`config.mk`:
```
export PLATFORM = sky130hd
export DESIGN_NAME = ysyx_22040895_lsu
export DESIGN_NICKNAME = d
export VERILOG_FILES = /design/src/rtl/ysyx_22040895_lsu.sv
export SDC_FILE = /design/constraint.sdc
export NUM_CORES = 1
export LEC_CHECK = 0
export CAP_MARGIN = 20
export CORE_UTILIZATION = 45
export CTS_BUF_LIST = sky130_fd_sc_hd__clkbuf_16
export DETAILED_ROUTE_END_ITERATION = 7
export GPL_ROUTABILITY_DRIVEN = 1
export GPL_TIMING_DRIVEN = 0
export HOLD_SLACK_MARGIN = 0.06
export PLACE_DENSITY = 0.83
export REMOVE_ABC_BUFFERS = 1
export SLEW_MARGIN = 20
export SYNTH_ARGS = -nofsm -noshare
export SYNTH_HDL_FRONTEND = slang
export SYNTH_SLANG_ARGS = --single-unit
```
`constraint.sdc`:
```
create_clock -name clk -period 3.27 [get_ports clk]
set_input_delay 0.981 -clock clk [delete_from_list [all_inputs] [get_ports clk]]
set_output_delay 0.981 -clock clk [all_outputs]
set_load 0.05 [all_outputs]
```
`src/rtl/ysyx_22040895_lsu.sv`:
```
// ---------------------------------------------------------------------------
// ysyx_22040895_lsu
//
// Purpose:
//    Load/store stage that sits directly after the execute unit. Each
//    accepted instruction either passes its ALU result straight through to
//    write-back, or performs exactly one data-memory access over a
//    req/gnt/rvalid bus and returns the (extended) load data, or zero for a
//    store.
//
// Ports:
//    clk, rst                 single rising-edge clock, synchronous active-high reset
//    valid_i_lsu/ready_o_lsu  EXU -> LSU handshake
//    mem_en_i_lsu             1 = load/store, 0 = pass-through
//    memop_i_lsu              [3] store, [2] unsigned load, [1:0] size B/H/W/D
//    addr_i_lsu               effective address or ALU result
//    wdata_i_lsu              store data
//    rd_i_lsu                 destination register, echoed on rd_o_lsu
//    dmem_*                   data-memory request/response bus
//    valid_o_lsu/ready_i_lsu  LSU -> WBU handshake
//    wbdata_o_lsu             write-back data
//    rd_o_lsu                 destination register
//    misalign_o_lsu           misaligned access flag, qualified by valid_o_lsu
//
// Configuration:
//    YSYX_22040895_LSU_MISALIGN_CHECK_EN
//       defined   : misaligned memory ops complete immediately with
//                   misalign_o_lsu=1, wbdata=0 and no bus request.
//       undefined : misalign_o_lsu is 0 and the byte offset is rounded down
//                   to the natural alignment of the access size.
// ---------------------------------------------------------------------------
module ysyx_22040895_lsu #(
   parameter int XLEN   = 64,
   parameter int RIDX_W = 5
) (
   input  logic              clk,
   input  logic              rst,
   input  logic              valid_i_lsu,
   output logic              ready_o_lsu,
   input  logic              mem_en_i_lsu,
   input  logic [3:0]        memop_i_lsu,
   input  logic [XLEN-1:0]   addr_i_lsu,
   input  logic [XLEN-1:0]   wdata_i_lsu,
   input  logic [RIDX_W-1:0] rd_i_lsu,
   output logic              dmem_req_o_lsu,
   output logic              dmem_we_o_lsu,
   output logic [XLEN-1:0]   dmem_addr_o_lsu,
   output logic [XLEN-1:0]   dmem_wdata_o_lsu,
   output logic [7:0]        dmem_wmask_o_lsu,
   input  logic              dmem_gnt_i_lsu,
   input  logic              dmem_rvalid_i_lsu,
   input  logic [XLEN-1:0]   dmem_rdata_i_lsu,
   output logic              valid_o_lsu,
   input  logic              ready_i_lsu,
   output logic [XLEN-1:0]   wbdata_o_lsu,
   output logic [RIDX_W-1:0] rd_o_lsu,
   output logic              misalign_o_lsu
);

   typedef enum logic [1:0] {
      IDLE = 2'd0,
      REQ  = 2'd1,
      WAIT = 2'd2,
      RESP = 2'd3
   } state_t;

   state_t              state_q,      state_d;
   logic [3:0]          memop_q,      memop_d;
   logic [2:0]          off_q,        off_d;
   logic [RIDX_W-1:0]   rd_q,         rd_d;
   logic [XLEN-1:0]     wbdata_q,     wbdata_d;
   logic                misalign_q,   misalign_d;
   logic [XLEN-1:0]     req_addr_q,   req_addr_d;
   logic [XLEN-1:0]     req_wdata_q,  req_wdata_d;
   logic [7:0]          req_wmask_q,  req_wmask_d;

   logic                accept;
   logic [2:0]          size_mask;
   logic [2:0]          off_in;
   logic [7:0]          lane_ones;
   logic                misaligned_in;
   logic [XLEN-1:0]     rdata_shifted;
   logic [XLEN-1:0]     load_data;
   logic                sign_ext;

   // Handshake towards the EXU: a new instruction can be taken when idle, or
   // when the current result is leaving in this very cycle.
   always_comb begin
      ready_o_lsu = (state_q == IDLE) | ((state_q == RESP) & ready_i_lsu);
      accept      = valid_i_lsu & ready_o_lsu;
   end

   // Decode the incoming access: alignment mask and byte lanes touched by
   // an access of the requested size.
   always_comb begin
      size_mask = 3'd0;
      lane_ones = 8'h01;
      case (memop_i_lsu[1:0])
         2'd0: begin size_mask = 3'd0; lane_ones = 8'h01; end
         2'd1: begin size_mask = 3'd1; lane_ones = 8'h03; end
         2'd2: begin size_mask = 3'd3; lane_ones = 8'h0F; end
         default: begin size_mask = 3'd7; lane_ones = 8'hFF; end
      endcase
`ifdef YSYX_22040895_LSU_MISALIGN_CHECK_EN
      misaligned_in = (addr_i_lsu[2:0] & size_mask) != 3'd0;
      off_in        = addr_i_lsu[2:0];
`else
      misaligned_in = 1'b0;
      off_in        = addr_i_lsu[2:0] & ~size_mask;
`endif
   end

   // Load data extraction: move the addressed lanes down to bit 0 and then
   // sign- or zero-extend according to the recorded memop.
   always_comb begin
      rdata_shifted = dmem_rdata_i_lsu >> {off_q, 3'b000};
      sign_ext      = ~memop_q[2];
      case (memop_q[1:0])
         2'd0: load_data = {{(XLEN-8){sign_ext & rdata_shifted[7]}}, rdata_shifted[7:0]};
         2'd1: load_data = {{(XLEN-16){sign_ext & rdata_shifted[15]}}, rdata_shifted[15:0]};
         2'd2: load_data = {{(XLEN-32){sign_ext & rdata_shifted[31]}}, rdata_shifted[31:0]};
         default: load_data = rdata_shifted;
      endcase
   end

   // Next-state logic. The state-specific part handles the bus and the
   // write-back handshake; a new accept (only possible in IDLE or on a RESP
   // handshake) overrides it at the end.
   always_comb begin
      state_d     = state_q;
      memop_d     = memop_q;
      off_d       = off_q;
      rd_d        = rd_q;
      wbdata_d    = wbdata_q;
      misalign_d  = misalign_q;
      req_addr_d  = req_addr_q;
      req_wdata_d = req_wdata_q;
      req_wmask_d = req_wmask_q;

      case (state_q)
         REQ: begin
            if (dmem_gnt_i_lsu) begin
               if (memop_q[3]) begin
                  state_d  = RESP;
                  wbdata_d = '0;
               end else if (dmem_rvalid_i_lsu) begin
                  state_d  = RESP;
                  wbdata_d = load_data;
               end else begin
                  state_d  = WAIT;
               end
            end
         end
         WAIT: begin
            if (dmem_rvalid_i_lsu) begin
               state_d  = RESP;
               wbdata_d = load_data;
            end
         end
         RESP: begin
            if (ready_i_lsu) begin
               state_d = IDLE;
            end
         end
         default: begin
            state_d = state_q;
         end
      endcase

      if (accept) begin
         memop_d    = memop_i_lsu;
         off_d      = off_in;
         rd_d       = rd_i_lsu;
         misalign_d = 1'b0;
         if (!mem_en_i_lsu) begin
            state_d  = RESP;
            wbdata_d = addr_i_lsu;
         end else if (misaligned_in) begin
            state_d    = RESP;
            wbdata_d   = '0;
            misalign_d = 1'b1;
         end else begin
            state_d     = REQ;
            req_addr_d  = {addr_i_lsu[XLEN-1:3], 3'b000};
            req_wdata_d = wdata_i_lsu << {off_in, 3'b000};
            req_wmask_d = lane_ones << off_in;
         end
      end
   end

   // State and datapath registers. Reset drops any outstanding request; a
   // response arriving later finds the FSM in IDLE and is ignored.
   always_ff @(posedge clk) begin
      if (rst) begin
         state_q     <= IDLE;
         memop_q     <= '0;
         off_q       <= '0;
         rd_q        <= '0;
         wbdata_q    <= '0;
         misalign_q  <= 1'b0;
         req_addr_q  <= '0;
         req_wdata_q <= '0;
         req_wmask_q <= '0;
      end else begin
         state_q     <= state_d;
         memop_q     <= memop_d;
         off_q       <= off_d;
         rd_q        <= rd_d;
         wbdata_q    <= wbdata_d;
         misalign_q  <= misalign_d;
         req_addr_q  <= req_addr_d;
         req_wdata_q <= req_wdata_d;
         req_wmask_q <= req_wmask_d;
      end
   end

   // Outputs come straight from registers, qualified by state where the bus
   // or write-back protocol needs it.
   always_comb begin
      dmem_req_o_lsu   = (state_q == REQ);
      dmem_we_o_lsu    = (state_q == REQ) & memop_q[3];
      dmem_addr_o_lsu  = req_addr_q;
      dmem_wdata_o_lsu = req_wdata_q;
      dmem_wmask_o_lsu = req_wmask_q;
      valid_o_lsu      = (state_q == RESP);
      wbdata_o_lsu     = wbdata_q;
      rd_o_lsu         = rd_q;
`ifdef YSYX_22040895_LSU_MISALIGN_CHECK_EN
      misalign_o_lsu   = misalign_q;
`else
      misalign_o_lsu   = 1'b0;
`endif
   end

endmodule

```
==> parameters.txt, run 1 <==
Parameter                              Value

Worst setup path
  Largest fanout on the critical path    37
  Critical Path Stages    7
  Critical path startpoint category    input port
  Sequence of cells on the critical path    clkdlybuf4s50_1 -> or3b_4 -> buf_16 -> nor2_2 -> o2bb2ai_1 -> nand2_1 -> a311oi_1
  Worst path bufs/invs    2
  Endpoint kind of the worst setup timing path    flop
  Cell family with most CP delay    simple AND/OR/NAND/NOR gates
  Crit path arrival time    3600 ps
  Category of the most critical setup path    input port to flop
  Worst endpoint required time    3690 ps
  Cell with the largest stage delay on the worst path    clkdlybuf4s50_1
  Number of cells on the worst reg-to-reg path    7
  Delay of the slowest cell on the worst path    670 ps

Synthesis
  Synth Area in Adders    0.530%
  #FFs+latches synth    211
  Dominant cell by count in the synthesized netlist    nand2_1
  Total of warnings raised by yosys    0
  Number of enable-type register cells in the synthesized netlist    0
  Largest area contributor in the synthesized netlist    dfxtp_1
  Synth Instances    1357
  Compound-Gate Fraction of Synth Area    25.3%
  Top flip-flop cell by instance count after synthesis    dfxtp_1
  Top cell type's share of synthesized area    35.8%
  Multiplexer area fraction after synthesis    17.8%
  Leading cell types by count after synthesis    nand2_1, dfxtp_1, a21oi_1, nor2_1, clkbuf_1
  Area share of and/or/nand/nor cells after synthesis    14.9%
  Post-synthesis cell area    11800 um^2
  Post-synthesis share of cell area spent on xor and xnor gates    0%
  Share of synthesized area occupied by flip-flops and latches    35.8%
  Most area-consuming cells after synthesis    dfxtp_1, mux4_2, nand2_1, a21oi_1, mux2i_1
  Number of distinct library cells after synthesis    57
  Proportion of register bits with asynchronous set or reset after synthesis    0%
  Syn_area_per_cell    8.70 um^2
  Main combinational cell family by area after synthesis    compound AO/OA/AOI/OAI gates

Finish
  Filler Cells Inserted    1973
  Finished layout cell area    17000 um^2
  Area taken by flip-flops and latches    4230 um^2
  Share of post-route cells with drive strength above 1    9.78%
  Non-Filler Instances    2031
  Number of nets at the end of the flow    1892
  Area growth from synthesis to layout    43.5%
  Multi-input gate area in the final layout    7050 um^2

Drt
  Average via count per standard cell    6.16
  DRC    0
  Antenna Nets Post-Route    0
  Starting DRT DRC Count    1200
  WL per Instance    22.8 um
  Aggregate routed wire length    46300 um
  Overall via count from detail_route    12500
  First-pass detailed-route iteration total    6

Power
  Part of the power in the clock network    22.4%
  Power per unit of standard cell area    664 nW/um^2
  Sw frac    43.8%
  Maximum VDD drop    0.438 mV
  Switching power summed over all nets    4.93 mW
  Leak    5.91 nW
  Reg power frac    29.1%
  Relative contribution of combinational cells to total power    48.5%
  Cell Int Power    6.32 mW

Global routing
  Pin count of the biggest net entering global routing    118
  Met2 GRT Util    58.3%
  Grt peak-use layer    met2
  Antenna violations before repair    3
  GRT met3 Usage    8.96%
  Aggregate global-route resource usage    33.5%
  Overflow left after global routing    0
  Number of global-route vias before repair    12200
  Global Route met1 Usage    39.2%
  First-pass GRT wire length    69800 um

Outcome
  Outcome    finished, final reports clean

Floorplanning
  Effective utilization at floorplan    46.4%
  Chip height    164 um
  Floorplan die width    164 um
  Ports    418
  Row count    58
  Placeable core area    25500 um^2
  Die ar.    26900 um^2

STA
  Count of endpoints failing setup in the final report    0
  Hold violation total from the final report    0
  Actual transition at the worst max-transition pin    1120 ps
  Rel. slew slack    25.3%
  Top achievable clock speed    314 MHz
  Shortest clock period the worst path allows after layout    3190 ps
  RSZ-0062 raised after global routing    no
  Fin. max-slew vios    0
  Skew final    20.2 ps
  Final critical-path share of the clock period    97.4%

Job
  Max-capacitance violation count    0

Placement
  Detailed placement HPWL    33500 um
  I/O Buffers    413
  Total placed cells including tap cells    1983
  Placed cell area    16200 um^2
  RD Place Congestion    0.937

Hold path
  Kind of path behind the tightest hold check    flop to flop
  Depth of the worst hold-timing path    2

Clocking
  Clock-pin slew on the worst setup and hold paths    60 ps
  CTS tree    yes
  CTS buffer count    24
  Cell at the root of the clock tree    clkbuf_16
  Post-CTS setup buffer count    0
  Clock tree buffer depth    3
  Resized Gates After CTS    3
  Hold buffer count at CTS    0
  Clock latency of the later-clocked register in the worst-skew pair    530 ps
  Clock net sink count    211
  Depth of the CTS H-tree    1
## placed cells by master (no fill, tap or decap), types with 5 or more instances in the layout
| cell type | netlist | final |
|---|---|---|
| o22ai_1 | 11 | 11 |
| o311ai_0 | 20 | 20 |
| o21ai_0 | 30 | 30 |
| buf_16 | 0 | 6 |
| a21bo_2 | 8 | 8 |
| nand2b_1 | 15 | 13 |
| clkdlybuf4s50_1 | 0 | 409 |
| buf_12 | 1 | 6 |
| nor2_1 | 128 | 125 |
| mux4_1 | 6 | 6 |
| o211ai_1 | 6 | 6 |
| a222oi_1 | 8 | 8 |
| a22oi_1 | 41 | 41 |
| nor2b_1 | 9 | 8 |
| dfxtp_1 | 211 | 209 |
| ha_1 | 5 | 5 |
| clkbuf_16 | 0 | 24 |
| nor3_1 | 26 | 24 |
| a221oi_1 | 23 | 23 |
| mux2_2 | 35 | 35 |
| inv_1 | 7 | 16 |
| a311oi_1 | 19 | 19 |
| o2bb2ai_1 | 15 | 15 |
| mux4_2 | 41 | 41 |
| a21oi_1 | 138 | 137 |
| nand2_1 | 215 | 214 |
| a211o_1 | 16 | 16 |
| a211oi_1 | 54 | 54 |
| mux2i_1 | 62 | 62 |
| o31ai_1 | 13 | 13 |
| o21a_1 | 6 | 5 |
| buf_4 | 9 | 6 |
| a2bb2oi_1 | 5 | 5 |
| o21bai_1 | 9 | 8 |
## state kept, by name, summed over array words and instances, names as in the netlist
signal,flops
memop_q,4
dmem_wdata_o_lsu,64
dmem_addr_o_lsu,61
off_q,3
dmem_wmask_o_lsu,8
state_q,2
rd_o_lsu,5
wbdata_o_lsu,64
## cells by family (layout without fill, tap and decap cells)
family | count (synthesis) | after routing
simple gates | 415 | 415
mux | 145 | 145
flops | 211 | 211
buf+inv | 147 | 484
other cells | 1 | 8
compound gates | 433 | 433
fa+ha+maj | 5 | 5
## path summary, 6_finish.rpt
check,start,endpoint,slack (ps)
hold / removal,dmem_addr_o_lsu[51],dmem_addr_o_lsu[51],450
setup / recovery,memop_i_lsu[1],dmem_wdata_o_lsu[49],80
setup reg to reg,off_q[1],wbdata_o_lsu[38],150
hold reg to reg,dmem_addr_o_lsu[51],dmem_addr_o_lsu[51],450
## per-stage QoR
stage	util, %	hold WS (ps)	TNS [ps]	power (mW)	setup slack [ps]
2_1_floorplan	-	443	-360620	6.60	-2470
3_3_place_gp	61.8	442	-915720	8.50	-5380
3_5_place_dp	63.6	446	-35500	8.73	-675
4_1_cts	66.5	454	0	11.2	21.3
5_1_grt	66.5	468	0	11.7	22.6
6_report	66.5	453	0	11.3	84.8
## worst reg2reg max path, cell delays in order, from the launching register on
cell	delay [ps]
dfxtp_4	590
buf_12	300
mux2_2	430
o22ai_1	310
nor4b_4	150
buf_4	230
o311ai_0	770
a211oi_1	170
## layer usage
metal	wire, um	share of wire [%]
met1	17200	37
met2	22900	49
met3	4630	10
met4	1610	3.5
met5	13	0.028
## power groups by stage
stage | combinational [mW] | clock, mW | sequential [mW]
final | 5.46 | 2.52 | 3.28
after global routing | 5.77 | 2.65 | 3.33
after CTS | 5.43 | 2.54 | 3.27
after detailed placement | 5.41 | 0 | 3.32
after global placement | 5.17 | 0 | 3.33
after floorplan | 2.02 | 0 | 4.58
## cell type report
type / instances / share of cell area (%)
multi-input combinational: 1002 / 41.6
sequential: 211 / 25.0
clock inverter: 20 / 0.753
antenna: 4 / 0.0591
tap: 330 / 2.44
clock buffer: 24 / 3.54
inverter: 7 / 0.155
timing repair buffer: 433 / 26.5
(Power assumes the default switching activity.)
==> inputs of run 2 (changes only) <==
--- a/config.mk
+++ b/config.mk
@@ -10,7 +10,7 @@
 export CTS_BUF_LIST = sky130_fd_sc_hd__clkbuf_16
 export DETAILED_ROUTE_END_ITERATION = 7
 export GPL_ROUTABILITY_DRIVEN = 1
-export GPL_TIMING_DRIVEN = 0
+export GPL_TIMING_DRIVEN = 1
 export HOLD_SLACK_MARGIN = 0.06
 export PLACE_DENSITY = 0.83
 export REMOVE_ABC_BUFFERS = 1
==> parameters.txt, run 2 (synthesis results as in run 1) <==
Parameter                              Value

Finish
  Filler Cells Inserted    2005 (+1.6%)
  Most common cell after layout, fill and taps aside    clkdlybuf4s50_1
  Number of nets at the end of the flow    1946 (+2.9%)
  Area growth from synthesis to layout    46.7%
  Share of post-route cells with drive strength above 1    12.2% (+2.4 points)
  Layout Utilization    68.0% (+1.5 points)
  Highest-count cells in the layout ignoring fill and taps    clkdlybuf4s50_1, nand2_1, dfxtp_1
  Non-Filler Instances    2083 (+2.6%)

STA
  Count of endpoints failing setup in the final report    0 (unchanged)
  Final critical-path share of the clock period    94.5% (-2.9 points)
  Skew final    9.01 ps (-11.1 ps)
  Hold violation total from the final report    0 (unchanged)
  Final setup TNS    0 ps (unchanged)
  Fin. max-slew vios    0 (unchanged)
  Rel. slew slack    38.2% (+13 points)
  Shortest clock period the worst path allows after layout    3090 ps (-96.1 ps)
  Worst slack on hold paths    453 ps (+0.0990 ps)
  Actual transition at the worst max-transition pin    924 ps (-191 ps)
  RSZ-0062 raised after global routing    no
  Top achievable clock speed    324 MHz (+3.1%)

Floorplanning
  Die ar.    26900 um^2 (unchanged)
  Row count    58 (unchanged)
  Ports    418 (unchanged)
  Floorplan die width    164 um (unchanged)
  Placeable core area    25500 um^2 (unchanged)
  Effective utilization at floorplan    46.4% (unchanged)
  Chip height    164 um (unchanged)

Global routing
  Pin count of the biggest net entering global routing    84 (-29%)
  Aggregate global-route resource usage    34.7% (+1.2 points)
  Overflow left after global routing    0 (unchanged)
  Antenna violations before repair    2 (-1)
  First-pass GRT wire length    71800 um (+2.8%)
  Number of global-route vias before repair    12500 (+3.0%)

Clocking
  Hold buffer count at CTS    0 (unchanged)
  Post-CTS setup buffer count    0 (unchanged)
  Clock-pin slew on the worst setup and hold paths    60 ps (about the same)
  Clock tree buffer depth    3 (unchanged)
  CTS tree    yes
  Depth of the CTS H-tree    1 (unchanged)
  Resized Gates After CTS    0 (-3)
  Cell at the root of the clock tree    clkbuf_16
  CTS buffer count    24 (unchanged)
  Clock net sink count    211 (unchanged)
  Clock latency of the later-clocked register in the worst-skew pair    530 ps (about the same)

Drt
  Antenna Nets Post-Route    0 (unchanged)
  Aggregate routed wire length    48100 um (+3.9%)
  WL per Instance    23.1 um (+1.3%)
  Starting DRT DRC Count    1182 (-1.5%)
  Overall via count from detail_route    12700 (+1.4%)
  DRC    0 (unchanged)
  First-pass detailed-route iteration total    8 (+2)
  Average via count per standard cell    6.09 (-1.1%)

Worst setup path
  Category of the most critical setup path    flop to primary output
  Critical path startpoint category    flop
  Crit path arrival time    2110 ps (-1490 ps)
  Largest fanout on the critical path    6 (-84%)
  Endpoint kind of the worst setup timing path    primary output
  Worst endpoint required time    2290 ps (-1400 ps)

Outcome
  Outcome    finished, final reports clean

Placement
  I/O Buffers    413 (unchanged)
  RD Place Congestion    0.952 (+1.6%)
  Total placed cells including tap cells    2037 (+2.7%)
  Detailed placement HPWL    35200 um (+5.1%)

Power
  Leak    6.17 nW (+4.3%)
  Power per unit of standard cell area    676 nW/um^2 (+1.9%)
  Maximum VDD drop    0.450 mV (+2.8%)
  Total power    11.7 mW (+4.1%)

Job
  Max-capacitance violation count    0 (unchanged)

Hold path
  Kind of path behind the tightest hold check    flop to flop
## run 2: final cells by class
| cell class | instances | area, um^2 | share of cell area [%] |
|---|---|---|---|
| flip-flops and latches | 211 | 4230 | 24.4 |
| inverters | 7 | 26.3 | 0.152 |
| clock buffers | 25 | 626 | 3.61 |
| multi-input cells | 1002 | 6990 | 40.4 |
| diodes | 3 | 7.51 | 0.0433 |
| well taps | 330 | 413 | 2.38 |
| clock inverters | 18 | 176 | 1.02 |
| repair buffers | 487 | 4850 | 28.0 |
## run 2: per-layer routing
metal | vias to the layer above | GRT usage (%) | routed length, um
met5 | - | 0 | 0
li1 | 5792 | - | -
met2 | 711 | 60.2 | 23600
met3 | 105 | 8.66 | 5110
met4 | 0 | 12.6 | 1590
met1 | 6081 | 41.4 | 17900
## run 2: worst max-delay path, stage by stage, from the launching register on
cell and delay, ps:
dfxtp_1 370, inv_1 130, ha_1 260, clkdlybuf4s50_1 830
## run 2: path summary, 6_finish.rpt
check	slack, ps	from	end	cells past startpoint
setup / recovery	180	state_q[1]	dmem_req_o_lsu	3
hold / removal	450	rd_o_lsu[3]	rd_o_lsu[3]	2
setup reg to reg	790	off_q[1]	wbdata_o_lsu[41]	7
hold reg to reg	450	rd_o_lsu[3]	rd_o_lsu[3]	2
## run 2: report_power, final
group / leakage [nW] / internal [mW] / switching [mW]
registers: 1.72 / 2.98 / 0.300
logic: 4.03 / 2.07 / 3.56
clock network: 0.416 / 1.68 / 1.12
total: 6.17 / 6.74 / 4.98
## run 2: stage by stage
step / worst slack (ps) / area, um^2
2_1_floorplan: -2470 / 11200
3_3_place_gp: -394 / 16500
3_5_place_dp: -25.2 / 16500
4_1_cts: 54.8 / 17300
5_1_grt: 98.2 / 17300
6_report: 181 / 17300
